<file path="src/rtl/cv32e40p_pkg.sv">
// Shared types for the sleep sequencer.
// Contents:
//   sleep_seq_state_e : FSM state encoding, also exported on state_o
package cv32e40p_pkg;

  typedef enum logic [2:0] {
    SSQ_ACTIVE   = 3'd0,
    SSQ_SLEEP    = 3'd1,
    SSQ_PM_ENTER = 3'd2,
    SSQ_DEEP     = 3'd3,
    SSQ_PM_EXIT  = 3'd4,
    SSQ_SETTLE   = 3'd5
  } sleep_seq_state_e;

endpackage

</file>
<file path="src/rtl/cv32e40p_sleep_sequencer.sv">
// Low-power entry/exit sequencer around the core sleep unit.
// Escalates WFI sleep to a retention request after an idle delay, runs the
// 4-phase pm_req/pm_ack handshake and issues the wake to the sleep unit.
// Clocked by the free-running clock so it keeps running while the core
// clock is gated.
// Ports:
//   clk_ungated_i     free-running clock
//   rst_n             async reset, active low
//   core_sleep_i      core is in WFI sleep (clock gated)
//   irq_pending_i     enabled interrupt pending
//   debug_req_i       external debug request
//   pm_ack_i          power manager ack (retention entered while high)
//   wake_from_sleep_o wake to sleep unit (combinational in SLEEP, registered pulse after SETTLE)
//   pm_req_o          deep-sleep request to power manager
//   deep_sleep_o      high in DEEP
//   state_o           current FSM state
//   deep_cnt_o        completed DEEP entries, saturating
module cv32e40p_sleep_sequencer
  import cv32e40p_pkg::*;
#(
  parameter int unsigned DEEP_DLY   = 16,
  parameter int unsigned SETTLE_DLY = 4,
  parameter int unsigned CNT_W      = 16
) (
  input  logic             clk_ungated_i,
  input  logic             rst_n,
  input  logic             core_sleep_i,
  input  logic             irq_pending_i,
  input  logic             debug_req_i,
  input  logic             pm_ack_i,
  output logic             wake_from_sleep_o,
  output logic             pm_req_o,
  output logic             deep_sleep_o,
  output logic [2:0]       state_o,
  output logic [CNT_W-1:0] deep_cnt_o
);

  localparam int unsigned IDLE_W = (DEEP_DLY > 0) ? $clog2(DEEP_DLY + 1) : 1;
  localparam int unsigned SETL_W = (SETTLE_DLY > 0) ? $clog2(SETTLE_DLY + 1) : 1;
  localparam logic [IDLE_W-1:0] IDLE_LAST = IDLE_W'(DEEP_DLY - 1);
  localparam logic [SETL_W-1:0] SETL_LOAD = SETL_W'(SETTLE_DLY);
  localparam logic              DEEP_EN   = (DEEP_DLY != 0);

  sleep_seq_state_e  state_r;
  logic [IDLE_W-1:0] idle_r;
  logic [SETL_W-1:0] settle_r;
  logic              wake_pend_r;
  logic              wake_pulse_r;
  logic              pm_req_r;
  logic              deep_sleep_r;
  logic [CNT_W-1:0]  deep_cnt_r;
  logic              wake_evt_s;

  assign wake_evt_s = irq_pending_i | debug_req_i;

  // In SLEEP the wake bypasses the flops so the core clock re-enables in the
  // same cycle; the post-retention wake is a registered pulse.
  assign wake_from_sleep_o = wake_pulse_r | ((state_r == SSQ_SLEEP) & wake_evt_s);
  assign pm_req_o          = pm_req_r;
  assign deep_sleep_o      = deep_sleep_r;
  assign state_o           = state_r;
  assign deep_cnt_o        = deep_cnt_r;

  // Sequencer FSM with its counters and registered outputs.
  always_ff @(posedge clk_ungated_i or negedge rst_n) begin
    if (!rst_n) begin
      state_r      <= SSQ_ACTIVE;
      idle_r       <= '0;
      settle_r     <= '0;
      wake_pend_r  <= 1'b0;
      wake_pulse_r <= 1'b0;
      pm_req_r     <= 1'b0;
      deep_sleep_r <= 1'b0;
      deep_cnt_r   <= '0;
    end else begin
      wake_pulse_r <= 1'b0;
      case (state_r)
        SSQ_ACTIVE: begin
          if (core_sleep_i) begin
            state_r <= SSQ_SLEEP;
            idle_r  <= '0;
          end
        end
        SSQ_SLEEP: begin
          // Wake beats idle expiry when both land in the same cycle.
          if (wake_evt_s || !core_sleep_i) begin
            state_r <= SSQ_ACTIVE;
          end else if (DEEP_EN && (idle_r == IDLE_LAST)) begin
            state_r     <= SSQ_PM_ENTER;
            pm_req_r    <= 1'b1;
            wake_pend_r <= 1'b0;
          end else begin
            idle_r <= idle_r + IDLE_W'(1);
          end
        end
        SSQ_PM_ENTER: begin
          // The request cannot be withdrawn before ack; remember any wake.
          if (wake_evt_s) begin
            wake_pend_r <= 1'b1;
          end
          if (pm_ack_i) begin
            if (wake_pend_r || wake_evt_s) begin
              state_r  <= SSQ_PM_EXIT;
              pm_req_r <= 1'b0;
            end else begin
              state_r      <= SSQ_DEEP;
              deep_sleep_r <= 1'b1;
              if (deep_cnt_r != {CNT_W{1'b1}}) begin
                deep_cnt_r <= deep_cnt_r + CNT_W'(1);
              end
            end
          end
        end
        SSQ_DEEP: begin
          if (wake_evt_s) begin
            state_r      <= SSQ_PM_EXIT;
            pm_req_r     <= 1'b0;
            deep_sleep_r <= 1'b0;
          end
        end
        SSQ_PM_EXIT: begin
          if (!pm_ack_i) begin
            state_r  <= SSQ_SETTLE;
            settle_r <= SETL_LOAD;
          end
        end
        SSQ_SETTLE: begin
          // Wake is issued even if the original wake event has gone away.
          if (settle_r == '0) begin
            state_r      <= SSQ_ACTIVE;
            wake_pulse_r <= 1'b1;
            wake_pend_r  <= 1'b0;
          end else begin
            settle_r <= settle_r - SETL_W'(1);
          end
        end
        default: begin
          state_r      <= SSQ_ACTIVE;
          pm_req_r     <= 1'b0;
          deep_sleep_r <= 1'b0;
        end
      endcase
    end
  end

endmodule

</file>
<file path="config.mk">
export PLATFORM = sky130hd
export DESIGN_NAME = cv32e40p_sleep_sequencer
export DESIGN_NICKNAME = d
export VERILOG_FILES = /design/src/rtl/cv32e40p_pkg.sv /design/src/rtl/cv32e40p_sleep_sequencer.sv
export SDC_FILE = /design/constraint.sdc
export NUM_CORES = 1
export LEC_CHECK = 0
export ABC_AREA = 1
export CAP_MARGIN = 40
export CORE_AREA = 2 2 64 66
export DETAILED_ROUTE_END_ITERATION = 16
export DIE_AREA = 0 0 66 68
export DONT_BUFFER_PORTS = 1
export HOLD_SLACK_MARGIN = 0.1
export PLACE_DENSITY = 0.77
export SYNTH_ARGS = -nofsm -noshare
export SYNTH_HDL_FRONTEND = slang
export SYNTH_SLANG_ARGS = --single-unit
</file>
<file path="constraint.sdc">
create_clock -name clk_ungated_i -period 1.63 [get_ports clk_ungated_i]
set_input_delay 0.489 -clock clk_ungated_i [delete_from_list [all_inputs] [get_ports clk_ungated_i]]
set_output_delay 0.489 -clock clk_ungated_i [all_outputs]
set_load 0.03 [all_outputs]
</file>
==> summary.md <==
| Metric | Value |
|---|---|
| Run status | `finished, final reports clean` |
| Post-DR wirelength/cell | `12.42 um` |
| Worst EP required | `1140 ps` |
| Core box area | `roughly 0.0039 mm^2` |
| Minimum clock period | `1630 ps` |
| Router iterations before antenna repair | `4` |
| Setup crit end kind | `output port` |
| Drt initial violations | `between 100 and 150` |
| Sw Ratio | `0.4155` |
| Crit Path Max Fanout | `2` |
| Register bit total from synthesis | `31` |
| Crit path kind | `flip-flop to output port` |
| Slowest-stage cell, CP | `dfrtp_2` |
| Final net count | `332` |
| Max cap viols | `0` |
| Library cells used by synthesis | `24` |
| PortBufs | `0` |
| Vias in the first global route | `1,927` |
| Synth Instances | `281` |
| Final setup fails | `0` |
| CTS tree | `done` |
| WL final | `between 4 and 5 mm` |
| Largest net degree at the start of global routing | `32` |
| Clock share of power | `0.223` |
| Antenna cells | `0` |
| Overall routing resource usage | `0.2317` |
| Fraction of registers with async set/reset | `1.000` |
| Total gr overflow | `0` |
| Critical Path End | `wake_from_sleep_o` |
| Sinks on Clock Net | `31` |
| Clk Tree Root Cell | `clkbuf_8` |
| Syn Nets | `between 200 and 300` |
| Area grow syn2layout | `24.39%` |
| Internal power | `0.001787 W` |
| Die Width | `66 um` |
| Part of the power in combinational logic | `0.441` |
| Starting density of the core | `0.5094` |
| RR Startpoint | `state_o[0]$_DFFE_PN0P_` |
| Die Span Y | `between 60 and 70 um` |
| Antenna-violating nets left | `0` |
| RePlAce Congestion | `about 0.9` |
| DRC viols | `0` |
| Fin cells | `around 370` |
| Net Sw Power | `around 0.0013 W` |
| Final hold violations | `0` |
| EDFF count, synth | `0` |
| Layout cells sized above 1 | `0.2050` |
| Initial antenna violation count | `0` |
| Power Dens Cells | `approximately 1300 mW/mm^2` |
| Clk_lat worst skew | `approximately 290 ps` |
| Synth Area per Inst | `~7.0 um^2` |
| Seq pwr share | `0.335` |
| Crit path DAT | `about 1100 ps` |
| Die Area | `0.004488 mm^2` |
| Actual slew at the worst max-slew pin | `~320 ps` |
| Avg Vias per Cell | `about 5.1` |
| Unrepaired setup endpoints after global routing | `yes` |
| Max Buffers Root-to-Sink | `2` |
| Setup TNS | `0 ps` |
| R2R Setup Slk | `roughly 120 ps` |
| Worst VDD drop | `1.002 mV` |
| FP Rows | `23` |
| First-pass GRT wire length | `around 8.0 mm` |
| Cell area after synthesis | `just under 0.002 mm^2` |
| DPL Wire Length | `between 3 and 4 mm` |
| Placed cells | `between 300 and 400` |
| I/O pin total | `28` |
| H-tree depth | `2` |
| Main synth FF type | `dfrtp_1` |
| Slowest cell delay on critical path | `around 430 ps` |
| Layout Skew | `approximately 11 ps` |
| Hold WS | `around 390 ps` |
| Slew Limit Fails | `0` |
| Yosys warning count | `0` |
| FF-to-FF End | `settle_r[2]$_DFFE_PN0P_` |
| Hold Crit Class | `input port to flip-flop` |
| CTS buffer count | `5` |
| Fin util | `0.6337` |
| Clk slew on worst S/H paths | `70 ps` |
| Critical path launch point | `state_o[1]$_DFFE_PN0P_` |
| Fmax | `613.5 MHz` |
| Critical Path, Cell by Cell | `nor2_4, nand2_4, o21bai_4` |
| Register area share after synthesis | `0.3949` |
| Vias | `1,908` |
| Fillers | `340` |
| Number of cells on the worst reg-to-reg path | `9` |
| Max-slew headroom | `0.7861` |
| Final Cycle Share | `1.000` |
| Startpoint types | `flip-flop` |
| Leakage dissipation | `between 1 and 1.5 nW` |
## critical path: cells and delay by family, from the launching register on
| kind | cells | cell delay, ps |
|---|---|---|
| AOI/OAI and AO/OA | 1 | 230 |
| DFF | 1 | 430 |
| and+or+nand+nor | 2 | 210 |
## layout by cell type (no fill, tap or decap), types with 4 or more instances in the layout
master,count
nand3_1,20
clkbuf_8,7
nand4_1,9
nor2_1,32
dfrtp_1,26
inv_1,26
a21oi_1,4
dfrtp_2,5
nand2_1,109
buf_4,32
xor2_1,6
o21ai_0,9
nor2_4,6
ha_1,5
## stage by stage
stage               power, W  instance area [um^2]  setup WS [ps]
CTS                 0.003036                  2394         -26.87
finish              0.003057                  2444        0.07838
global route        0.003280                  2444         -44.25
global placement    0.002113                  2203          139.4
detailed placement  0.002148                  2203          54.27
floorplan           0.001876                  1979          10.26
## kinds of logic (layout without fill, tap and decap cells)
logic type                 after synthesis  count (layout)  synth area share
buffers and inverters                   30              71           0.06114
DFF                                     31              31            0.3949
and+or+nand+nor                        188             188            0.4229
AOI/OAI and AO/OA                       18              18           0.04905
adders and majority gates                5               5           0.03185
xor gates and xnor gates                 9               9           0.04013
## flip-flops by register name, summed over array words and instances (netlist names)
register and cells:
deep_cnt_o 16, pm_req_o 1, wake_pend_r 1, wake_pulse_r 1
idle_r 5, state_o 3, settle_r 3, deep_sleep_o 1
## layer usage
layer / vias up / part of all wire / GRT usage
met2: 53 / 0.51 / 0.4003
met5: - / 0 / 0
met3: 13 / 0.069 / 0.07401
met4: 0 / 0.023 / 0.1148
li1: 970 / - / -
met1: 872 / 0.40 / 0.2596
## final cells by class
class / instances / area, um^2 / area share
tap: 50 / 62.56 / 0.02560
inverter: 29 / 111.4 / 0.04557
clock buffer: 8 / 100.1 / 0.04096
multi-input combinational: 220 / 1117 / 0.4572
sequential: 31 / 782.0 / 0.3200
timing repair buffer: 34 / 270.3 / 0.1106
## synthesized netlist by cell type, drive strengths merged, types with 3 or more instances
| cell type | count | area (um^2) |
|---|---|---|
| nand2 | 115 | 451.7 |
| xnor2 | 3 | 26.28 |
| xor2 | 6 | 52.55 |
| inv | 29 | 108.9 |
| nand3 | 20 | 100.1 |
| nor2 | 41 | 191.4 |
| dfrtp | 31 | 775.7 |
| nand4 | 9 | 56.30 |
| ha | 5 | 62.56 |
| o21ai | 11 | 55.05 |
| a21oi | 4 | 20.02 |
## power by group through the flow
stage	logic [W]	clock network (W)	registers, W
after floorplan	0.000727	0	0.00115
after global placement	0.00106	0	0.00105
after detailed placement	0.00109	0	0.00105
after CTS	0.00131	0.000704	0.00103
after global routing	0.00151	0.000727	0.00104
final	0.00135	0.000683	0.00103
## worst min path at each step
stage | startpoint | to | slack (ps) | cells after the start
after floorplan | rst_n | deep_cnt_o[0]$_DFFE_PN0P_ | 190 | 0
after CTS | pm_ack_i | deep_cnt_o[12]$_DFFE_PN0P_ | 390 | 2
after detailed placement | rst_n | deep_cnt_o[4]$_DFFE_PN0P_ | 190 | 0
after global routing | pm_ack_i | deep_cnt_o[12]$_DFFE_PN0P_ | 410 | 2
after global placement | rst_n | deep_cnt_o[3]$_DFFE_PN0P_ | 190 | 0
final | pm_ack_i | deep_cnt_o[12]$_DFFE_PN0P_ | 390 | 2
## what timing repair did
action                                  CTS  global route
hold buffers                              2             0
setup buffers                             6             3
endpoints found under the setup margin    1            26
gates resized for setup                   7             7
pin swaps                                 3             6
hold endpoints to repair                 31             0
Note: power is estimated with default switching activity, not from simulation.
